<file path="src/rtl/dm_batch_loader.sv">
// dm_batch_loader: host-side batch sequencer for the core's data memory.
// It streams input bytes into memory, starts the core, waits for completion,
// and then streams the result bytes back out.
//
// state | meaning
// LOAD  | accept input bytes, write them to IN_BASE+cnt
// REQ   | one-cycle start pulse to the core, bus handed to the core
// RUN   | core owns the bus; wait for a fresh rising done
// DRAIN | read results from OUT_BASE+cnt and present them downstream
module dm_batch_loader #(
  parameter int NUM_BYTES = 30,
  parameter int IN_BASE   = 0,
  parameter int OUT_BASE  = 30,
  parameter int AW        = 8
) (
  input  logic          clk,
  input  logic          reset,
  input  logic          in_valid,
  output logic          in_ready,
  input  logic [7:0]    in_data,
  output logic          out_valid,
  input  logic          out_ready,
  output logic [7:0]    out_data,
  output logic          dm_own,
  output logic          dm_wr_en,
  output logic [AW-1:0] dm_addr,
  output logic [7:0]    dm_wdata,
  input  logic [7:0]    dm_rdata,
  output logic          req,
  input  logic          done,
  output logic          busy
);

  localparam int CW = $clog2(NUM_BYTES) + 1;

  localparam logic [1:0] LOAD  = 2'd0;
  localparam logic [1:0] REQ   = 2'd1;
  localparam logic [1:0] RUN   = 2'd2;
  localparam logic [1:0] DRAIN = 2'd3;

  logic [1:0]    state, state_nxt;
  logic [CW-1:0] cnt, cnt_nxt;
  logic          done_armed, done_armed_nxt;
  logic          cnt_last;
  logic [AW-1:0] cnt_off;

  assign cnt_last = (cnt == CW'(NUM_BYTES - 1));
  assign cnt_off  = AW'(cnt);

  // Next-state, byte counter and done-arming decisions.
  always_comb begin
    state_nxt      = state;
    cnt_nxt        = cnt;
    done_armed_nxt = done_armed;
    unique case (state)
      LOAD: begin
        if (in_valid) begin
          if (cnt_last) begin
            cnt_nxt   = '0;
            state_nxt = REQ;
          end else begin
            cnt_nxt = cnt + CW'(1);
          end
        end
      end
      REQ: begin
        done_armed_nxt = 1'b0;
        state_nxt      = RUN;
      end
      RUN: begin
        // A done still high from the previous batch only counts once the
        // core has dropped it at least once.
        if (!done) begin
          done_armed_nxt = 1'b1;
        end
        if (done_armed && done) begin
          state_nxt = DRAIN;
        end
      end
      DRAIN: begin
        if (out_ready) begin
          if (cnt_last) begin
            cnt_nxt   = '0;
            state_nxt = LOAD;
          end else begin
            cnt_nxt = cnt + CW'(1);
          end
        end
      end
      default: state_nxt = LOAD;
    endcase
  end

  // State registers with asynchronous reset back to an empty LOAD.
  always_ff @(posedge clk or posedge reset) begin
    if (reset) begin
      state      <= LOAD;
      cnt        <= '0;
      done_armed <= 1'b0;
    end else begin
      state      <= state_nxt;
      cnt        <= cnt_nxt;
      done_armed <= done_armed_nxt;
    end
  end

  // Output decode from state and cnt; the write enable is gated by LOAD so it
  // can never be asserted while the core owns the bus.
  always_comb begin
    in_ready  = (state == LOAD);
    out_valid = (state == DRAIN);
    req       = (state == REQ);
    busy      = (state == REQ) || (state == RUN);
    dm_own    = (state == LOAD) || (state == DRAIN);
    dm_wr_en  = (state == LOAD) && in_valid;
    dm_wdata  = (state == LOAD) ? in_data : 8'd0;
    out_data  = (state == DRAIN) ? dm_rdata : 8'd0;
    dm_addr   = (state == DRAIN) ? (AW'(OUT_BASE) + cnt_off)
                                 : (AW'(IN_BASE) + cnt_off);
  end

endmodule

</file>
<file path="config.mk">
export PLATFORM = sky130hd
export DESIGN_NAME = dm_batch_loader
export DESIGN_NICKNAME = d
export VERILOG_FILES = /design/src/rtl/dm_batch_loader.sv
export SDC_FILE = /design/constraint.sdc
export NUM_CORES = 1
export LEC_CHECK = 0
export ABC_AREA = 0
export ABC_CLOCK_PERIOD_IN_PS = 2200
export CAP_MARGIN = 20
export CELL_PAD_IN_SITES_DETAIL_PLACEMENT = 0
export CELL_PAD_IN_SITES_GLOBAL_PLACEMENT = 1
export CORE_MARGIN = 10
export CORE_UTILIZATION = 27
export CTS_CLUSTER_SIZE = 16
export DETAILED_ROUTE_END_ITERATION = 8
export DONT_BUFFER_PORTS = 1
export GPL_ROUTABILITY_DRIVEN = 0
export PLACE_DENSITY_LB_ADDON = 0.08
export SLEW_MARGIN = 10
export SYNTH_ARGS = -nofsm -noshare
export SYNTH_HDL_FRONTEND = slang
export SYNTH_SLANG_ARGS = --single-unit
</file>
<file path="constraint.sdc">
create_clock -name clk -period 2.2 [get_ports clk]
set_clock_uncertainty 0.2 [all_clocks]
set_input_delay 0.44 -clock clk [delete_from_list [all_inputs] [get_ports clk]]
set_output_delay 0.44 -clock clk [all_outputs]
set_load 0.005 [all_outputs]
</file>
After elaboration in Yosys (flattened, before gate mapping). Index checks and enable logic that the tools add are counted.

$add $sub $neg: 2. Eq/ne operators: 10. Multiplexer cells: 15. Reductions and logical operators: 10.

Operator list (number): $mux W6 (3); $mux W8 (2); $pmux W6 S2 (1); $mux W2 (5); $pmux W2 S4 (1); $add A5 B6 Y7 const A (1); $mux W7 (1); $add A6 B1 Y6 const B (1); $eq A6 B5 Y1 const B (1); $ne A2 B1 Y1 const B (3); $ne A2 B2 Y1 const B (3); $reduce_and A5 Y1 (1); $eq A2 B2 Y1 const B (2); $reduce_bool A2 Y1 (2); $reduce_and A3 Y1 (1); $eq A2 B1 Y1 const B (1); $logic_and A1 B1 Y1 (2); $logic_not A2 Y1 (1); $logic_or A1 B1 Y1 (2); $pmux W1 S2 (1); $reduce_and A2 Y1 (1); $mux W1 (1).

Register bits after elaboration: 9. Input bits: 21. Output and inout port bits: 30. Word-level logic and storage cells: 40.

Longest topological paths before layout.
Depth in word-level cells: 4. Gate-level depth with buffers: 6. Mapped depth without buffers: 6.

Worst setup path after synthesis. No wires, ideal clock.

Kind: register to register. From: reg state[0]. To: reg cnt[5]. Arrival: 1.741 ns. Data required time: 1.872 ns. Setup slack: 0.132 ns. Cell stages (with the launch flop): 7. Buffers on the path: 1. Cells stage by stage: dfrtp_1 -> ha_1 -> buf_6 -> nor2b_4 -> or3_4 -> nor3_2 -> mux2_1.

Word-level cells in the longest chain between the ends: 3. Elaborated cells on any way between the ends: 7. Those cells by class: eq/ne: 3; mux: 1; reduce/logical: 3.

Ends and longest elaborated chain: start, declared (line 41) `logic [1:0] state, state_nxt;`; start signal, assigned (line 101) `state <= state_nxt;`; $eq A2 B2 Y1 *; via out_valid (line 21) `output logic out_valid,`; $ne A2 B1 Y1 (no source line) / $reduce_bool A2 Y1 (equally long branches); $reduce_and A3 Y1 (no source line); end signal, assigned (line 102) `cnt <= cnt_nxt;`; end, declared (line 42) `logic [CW-1:0] cnt, cnt_nxt;`.

Mark *: on every way through the listed nets, which the timed path passes. The rest lies on a longest branch. A chain may end at the register's enable or synchronous reset.

Worst setup path in the final report.
From: reg cnt[1]. To: out dm_addr[5].

Word-level cells in the longest chain between the ends: 2.

Ends and longest elaborated chain: $add A5 B6 Y7 (line 118) `dm_addr = (state == DRAIN) ? (AW'(OUT_BASE) + cnt_off)`; $mux W7 (line 118); end, declared (line 26) `output logic [AW-1:0] dm_addr,`.

Every way passes these cells.

==> out/metrics.cfg <==
[outcome]
status=finished, final reports clean

[cells_and_area]
fin_nets=136
antenna_cells=0
regArea_um2=226
nFillCells=351
area_growth_pct=8.42
drive_gt1_frac=0.132
multi_input_area_um2=515

[timing]
timing.hold.ws_ns=0.0603
rsz0062_at_grt=no
setup_violations=0
timing.final.ws_setup_ns=0.106
period_needed_ns=2.09
fmax_ghz=0.478
min_period_over_period=0.952
hold_violations=0
tns_ns=0
maxSlewViolCount=0

[worst_hold_path]
min_path_type=input port to flop
hp-start=done
holdPathEnd=done_armed$_DFFE_PP0P_
whs_path_depth=1

[worst_setup_path]
reg2reg_setup_slack_ns=0.17
rr_endpoint=cnt[5]$_DFFE_PP0P_
r2r-start=state[0]$_DFFE_PP0P_
slowest_delay_ns=0.45
end_kind=primary output
critical-path-top-delay-family=flip-flops
start_kind=flop
cp.required_ns=1.56
r2r_cells=5
cp_slowest_cell=dfrtp_1
crit_chain=inv_2, ha_1, inv_1, o31ai_1, xnor2_1
worst-path-buf-inv=2
cp_max_fo=5
crit_type=flop to primary output
worstPathArrival_ns=1.45

[detailed_routing]
drc=0
dr.pass1.iters=4
dr_total_vias=683
post_drt_wl_per_cell_um=16.1
wirelength_mm=2.24
vias_per_cell=4.91
first_iter_violations=14
ant_nets=0

[grt]
antenna_found_initial=0
grt_pass1_vias=731
overflow=0
grt_start_max_net_pins=18
grt_usage=0.0845
grt_pass1_wl_mm=3.72

[die]
die_area_um2=5700
io_pins=51
core_area_um2=3000
die_x_um=75.5
start_util=0.277
die_h_um=75.5
row_count=20

[yosys]
syn_inst=103
synth_fp_nets=132
synth_top_area_frac=0.271
synth_edf_count=0
synth_most_common_cell=and2_1
seq_area_frac_synth=0.271
synth_cell_types=30
synth-seq-cells=9
syn_area_um2=832
avgSynthCellArea_um2=8.08
yosys.area.top_type=dfrtp_1
netlist_top_cells_area=dfrtp_1, and2_1, ha_1, inv_1, nand2_1
async_flop_share=1.00
yosys_warnings=0
ys.flop_type=dfrtp_1
synth_commonest_cells=and2_1, inv_1, nand2_1

[cts]
cts_num_sinks=9
tritoncts=yes
h-tree-depth=1
clk_transition_reported_paths_ns=0.06
cts_root_buf=clkbuf_4
worstSkewPairLatency_ns=0.26
cts_max_path_buffers=2
numCtsBuffers=3

[power]
p_per_area_nw_per_um2=1530
p_leak_nw=0.416
peakVddDrop_uv=547

[placed_design]
hpwl_mm=1.93
dp_slack_ns=0.168
port_buffers=0

[run]
max-cap-violations=0

-- layout make-up --
| class | instances | share of cell area |
|---|---|---|
| sequential | 9 | 0.251 |
| multi-input combinational | 75 | 0.571 |
| clock buffer | 4 | 0.0291 |
| tap | 33 | 0.0458 |
| timing repair buffer | 6 | 0.0527 |
| inverter | 12 | 0.0499 |
-- per-layer routing --
metal	track usage	up-vias	wire (um)
met4	0.0186	0	13
met5	0	-	0
met3	0.0417	2	220
li1	-	338	-
met1	0.0798	321	818
met2	0.160	22	1190
-- worst max path at each step --
stage,start,cells past startpoint,to,slack (ns)
finish,cnt[1]$_DFFE_PP0P_,5,dm_addr[5],0.11
global route,cnt[1]$_DFFE_PP0P_,5,dm_addr[5],0.005
CTS,cnt[1]$_DFFE_PP0P_,5,dm_addr[5],0.03
detailed placement,state[0]$_DFFE_PP0P_,5,cnt[5]$_DFFE_PP0P_,0.17
global placement,state[0]$_DFFE_PP0P_,5,cnt[5]$_DFFE_PP0P_,0.20
floorplan,state[0]$_DFFE_PP0P_,6,cnt[5]$_DFFE_PP0P_,0.13
-- power breakdown --
part           switching, mW  internal [mW]  total (mW)
clock                 0.0621         0.0701       0.132
combinational          0.514          0.380       0.894
sequential            0.0980          0.254       0.352
-- metrics by stage --
| step | instance area [um^2] | std cells | total power, mW | utilization |
|---|---|---|---|---|
| floorplan | 832 | 103 | 1.06 | - |
| global placement | 865 | 134 | 1.29 | 0.288 |
| detailed placement | 865 | 134 | 1.28 | 0.288 |
| CTS | 901 | 139 | 1.42 | 0.300 |
| global route | 902 | 139 | 1.57 | 0.300 |
| finish | 902 | 139 | 1.38 | 0.300 |
-- registers in the layout, summed over array words and instances, names as in the netlist --
signal      count
done_armed      1
cnt             6
state           2
-- placed cells by master (no fill, tap or decap), drive strengths merged, types with 4 or more instances in the layout --
| cell | netlist | routed |
|---|---|---|
| and2 | 17 | 17 |
| inv | 12 | 12 |
| nand2 | 11 | 11 |
| dfrtp | 9 | 9 |
| ha | 8 | 8 |
| a21oi | 6 | 6 |
| buf | 5 | 5 |
| nor3 | 5 | 5 |
| nand3 | 4 | 4 |
| clkbuf | 2 | 4 |
-- cells by family after synthesis --
group,count (synthesis),share of synthesized area
DFF,9,0.271
xor gates and xnor gates,4,0.0421
buffers and inverters,19,0.110
adders and majority gates,8,0.120
AOI/OAI and AO/OA,15,0.113
muxes,3,0.0376
and+or+nand+nor,44,0.302
other,1,0.00451
-- worst reg2reg max path: stages, from the launching register on --
cell     delay, ns
dfrtp_1       0.37
inv_1         0.08
ha_1          0.31
or3_4         0.43
nor3_2        0.19
mux2_1        0.33
-- what timing repair did --
action                                 in CTS  in global routing
gates resized for setup                     0                  2
setup buffers                               0                  0
setup endpoints to repair                   0                  1
endpoints found under the hold margin       9                  0
hold buffers                                1                  0
(Power assumes the default switching activity.)
==> variant: new RTL, same settings <==
`AW`: 8 -> 6.
--- a/src/rtl/dm_batch_loader.sv
+++ b/src/rtl/dm_batch_loader.sv
@@ -12,5 +12,5 @@
   parameter int IN_BASE   = 0,
   parameter int OUT_BASE  = 30,
-  parameter int AW        = 8
+  parameter int AW        = 6
 ) (
   input  logic          clk,
Interface: changed (resized dm_addr); port bits go from 51 to 49. The function was not compared with the original's and may differ.
==> variant against the unedited design <==
Count of clock-buffer cells in the layout unchanged. Highest routed layer is now met3. Critical endpoint is now dm_addr[4]. Cell area grew 2.5%. Wire length increased by 4.8%. Setup slack better by 0.012 ns. Synthesized area shrank 3.3%. Power up 3.8%. Die area fell by 2.4%. Global-route usage is 0.20 points lower. First-iteration DRC count decreased by 36%. Sequential cell count did not move. Via count increased by 1.5%.
==> variant: results (changes against the unedited design) <==
[layout]
multi_input_gates = 71  ; -5.3%
multiInputGateArea_um2 = 520.5  ; +0.97%
area_growth_syn_to_layout_pct = 14.93
layout.cells.non_filler = 135  ; -2.9%
clock_area_frac = 0.02842  ; -0.0007094
inverters = 11  ; -1
buf_share = 0.07578  ; +0.02307
seq_share = 0.2463  ; -0.004762
buffers = 9  ; +3
final_layout_size_suffix_gt1_frac = 0.2115  ; +0.07946
utilization = 0.3296  ; +0.02920
nNetsFinal = 134  ; -1.5%
reg_top3 = cnt (6), state (2), done_armed (1)
fillers = 299  ; -15%
seq_cells = 9  ; unchanged

[route]
wl_met3_um = 282  ; +28%
wl_met2_um = 1139  ; -3.9%
routedWlPerCell_um = 17.38  ; +7.9%
dr.max_layer_used = met3
dr.first_iter.drc_count = 9  ; -5
num_vias = 693  ; +1.5%
met1_length_um = 924  ; +13%

[synth]
synth_area_leaders = dfrtp_1 28%, and2_1 13%, ha_1 12%, inv_1 5.1%, nand2_1 3.7%
synthAdderAreaFrac = 0.1244  ; +0.004116
synth_common_cells = 17 x and2_1, 11 x inv_1, 9 x dfrtp_1
synthXorXnorAreaFrac = 0.04355  ; +0.001441
synth.net_count = 124  ; -6.1%
synth_compound_area_frac = 0.1135  ; +0.0007484
ys_seq_area_frac = 0.2799  ; +0.009261
yosys_warnings = 0  ; unchanged

[timing]
max_freq_ghz = 0.4803  ; +0.57%
timing.hold.ws_ns = 0.06951  ; +0.009243 ns

[power_and_ir_drop]
powerClk_mw = 0.128  ; -3%
power.density_nw_per_um2 = 1547  ; +1.2%
pwr-share-clk = 0.090  ; -0.006
pg_comb_mw = 0.951  ; +6.4%
leakage_nw = 0.4375  ; +5.1%
intPower_mw = 0.7466  ; +6.0%
peakVddDrop_mv = 0.4879  ; -11%

[placed_design]
dp_hpwl_um = 2013  ; +4.3%
numPortBuffers = 0  ; unchanged
placed_cell_area_um2 = 865.8  ; +0.14%
pre_cts_ws_ns = 0.1721  ; +0.003761 ns

[run_status]
status = finished, final reports clean

[critical_path]
reg2reg_depth = 6  ; +1
slowest_delay_ns = 0.37  ; -0.08 ns
crit-reg2reg-launch = state[0]
crit_fanout = 4  ; -1

[grt]
grt_max_degree = 14  ; -4
grt_use_total = 0.08248  ; -0.002015
grt_pass1_vias = 758  ; +3.7%
grt_pass1_wl_um = 3657  ; -1.7%

[clock_tree]
postCtsSetupRepairBufs = 0  ; unchanged

## variant: changes by cell type after synthesis, sizes merged, moves of 2 or more
cell,unedited run,this run
nand2,11,9
buf,5,2
nor3,5,3
a21oi,6,4
## variant: worst max path at each step
stage               slack, ns      from          to
floorplan                0.20  state[0]      cnt[5]
detailed placement       0.17  state[0]      cnt[5]
global route          -0.0007    cnt[1]  dm_addr[5]
finish                   0.12  state[0]  dm_addr[4]
CTS                      0.03    cnt[2]  dm_addr[5]
global placement         0.21  state[0]      cnt[5]
## variant: metal layers
| metal | up-vias | global-route usage |
|---|---|---|
| met5 | - | 0 |
| met4 | 0 | 0.02521 |
| met3 | 0 | 0.04122 |
| met2 | 42 | 0.1451 |
| met1 | 316 | 0.08403 |
| li1 | 335 | - |
## variant: worst reg2reg max path: stages, from the launching register on
cell     delay, ns
dfrtp_1       0.37
inv_1         0.09
ha_1          0.20
nor2b_1       0.15
or3_4         0.38
nor3_2        0.20
mux2_1        0.33
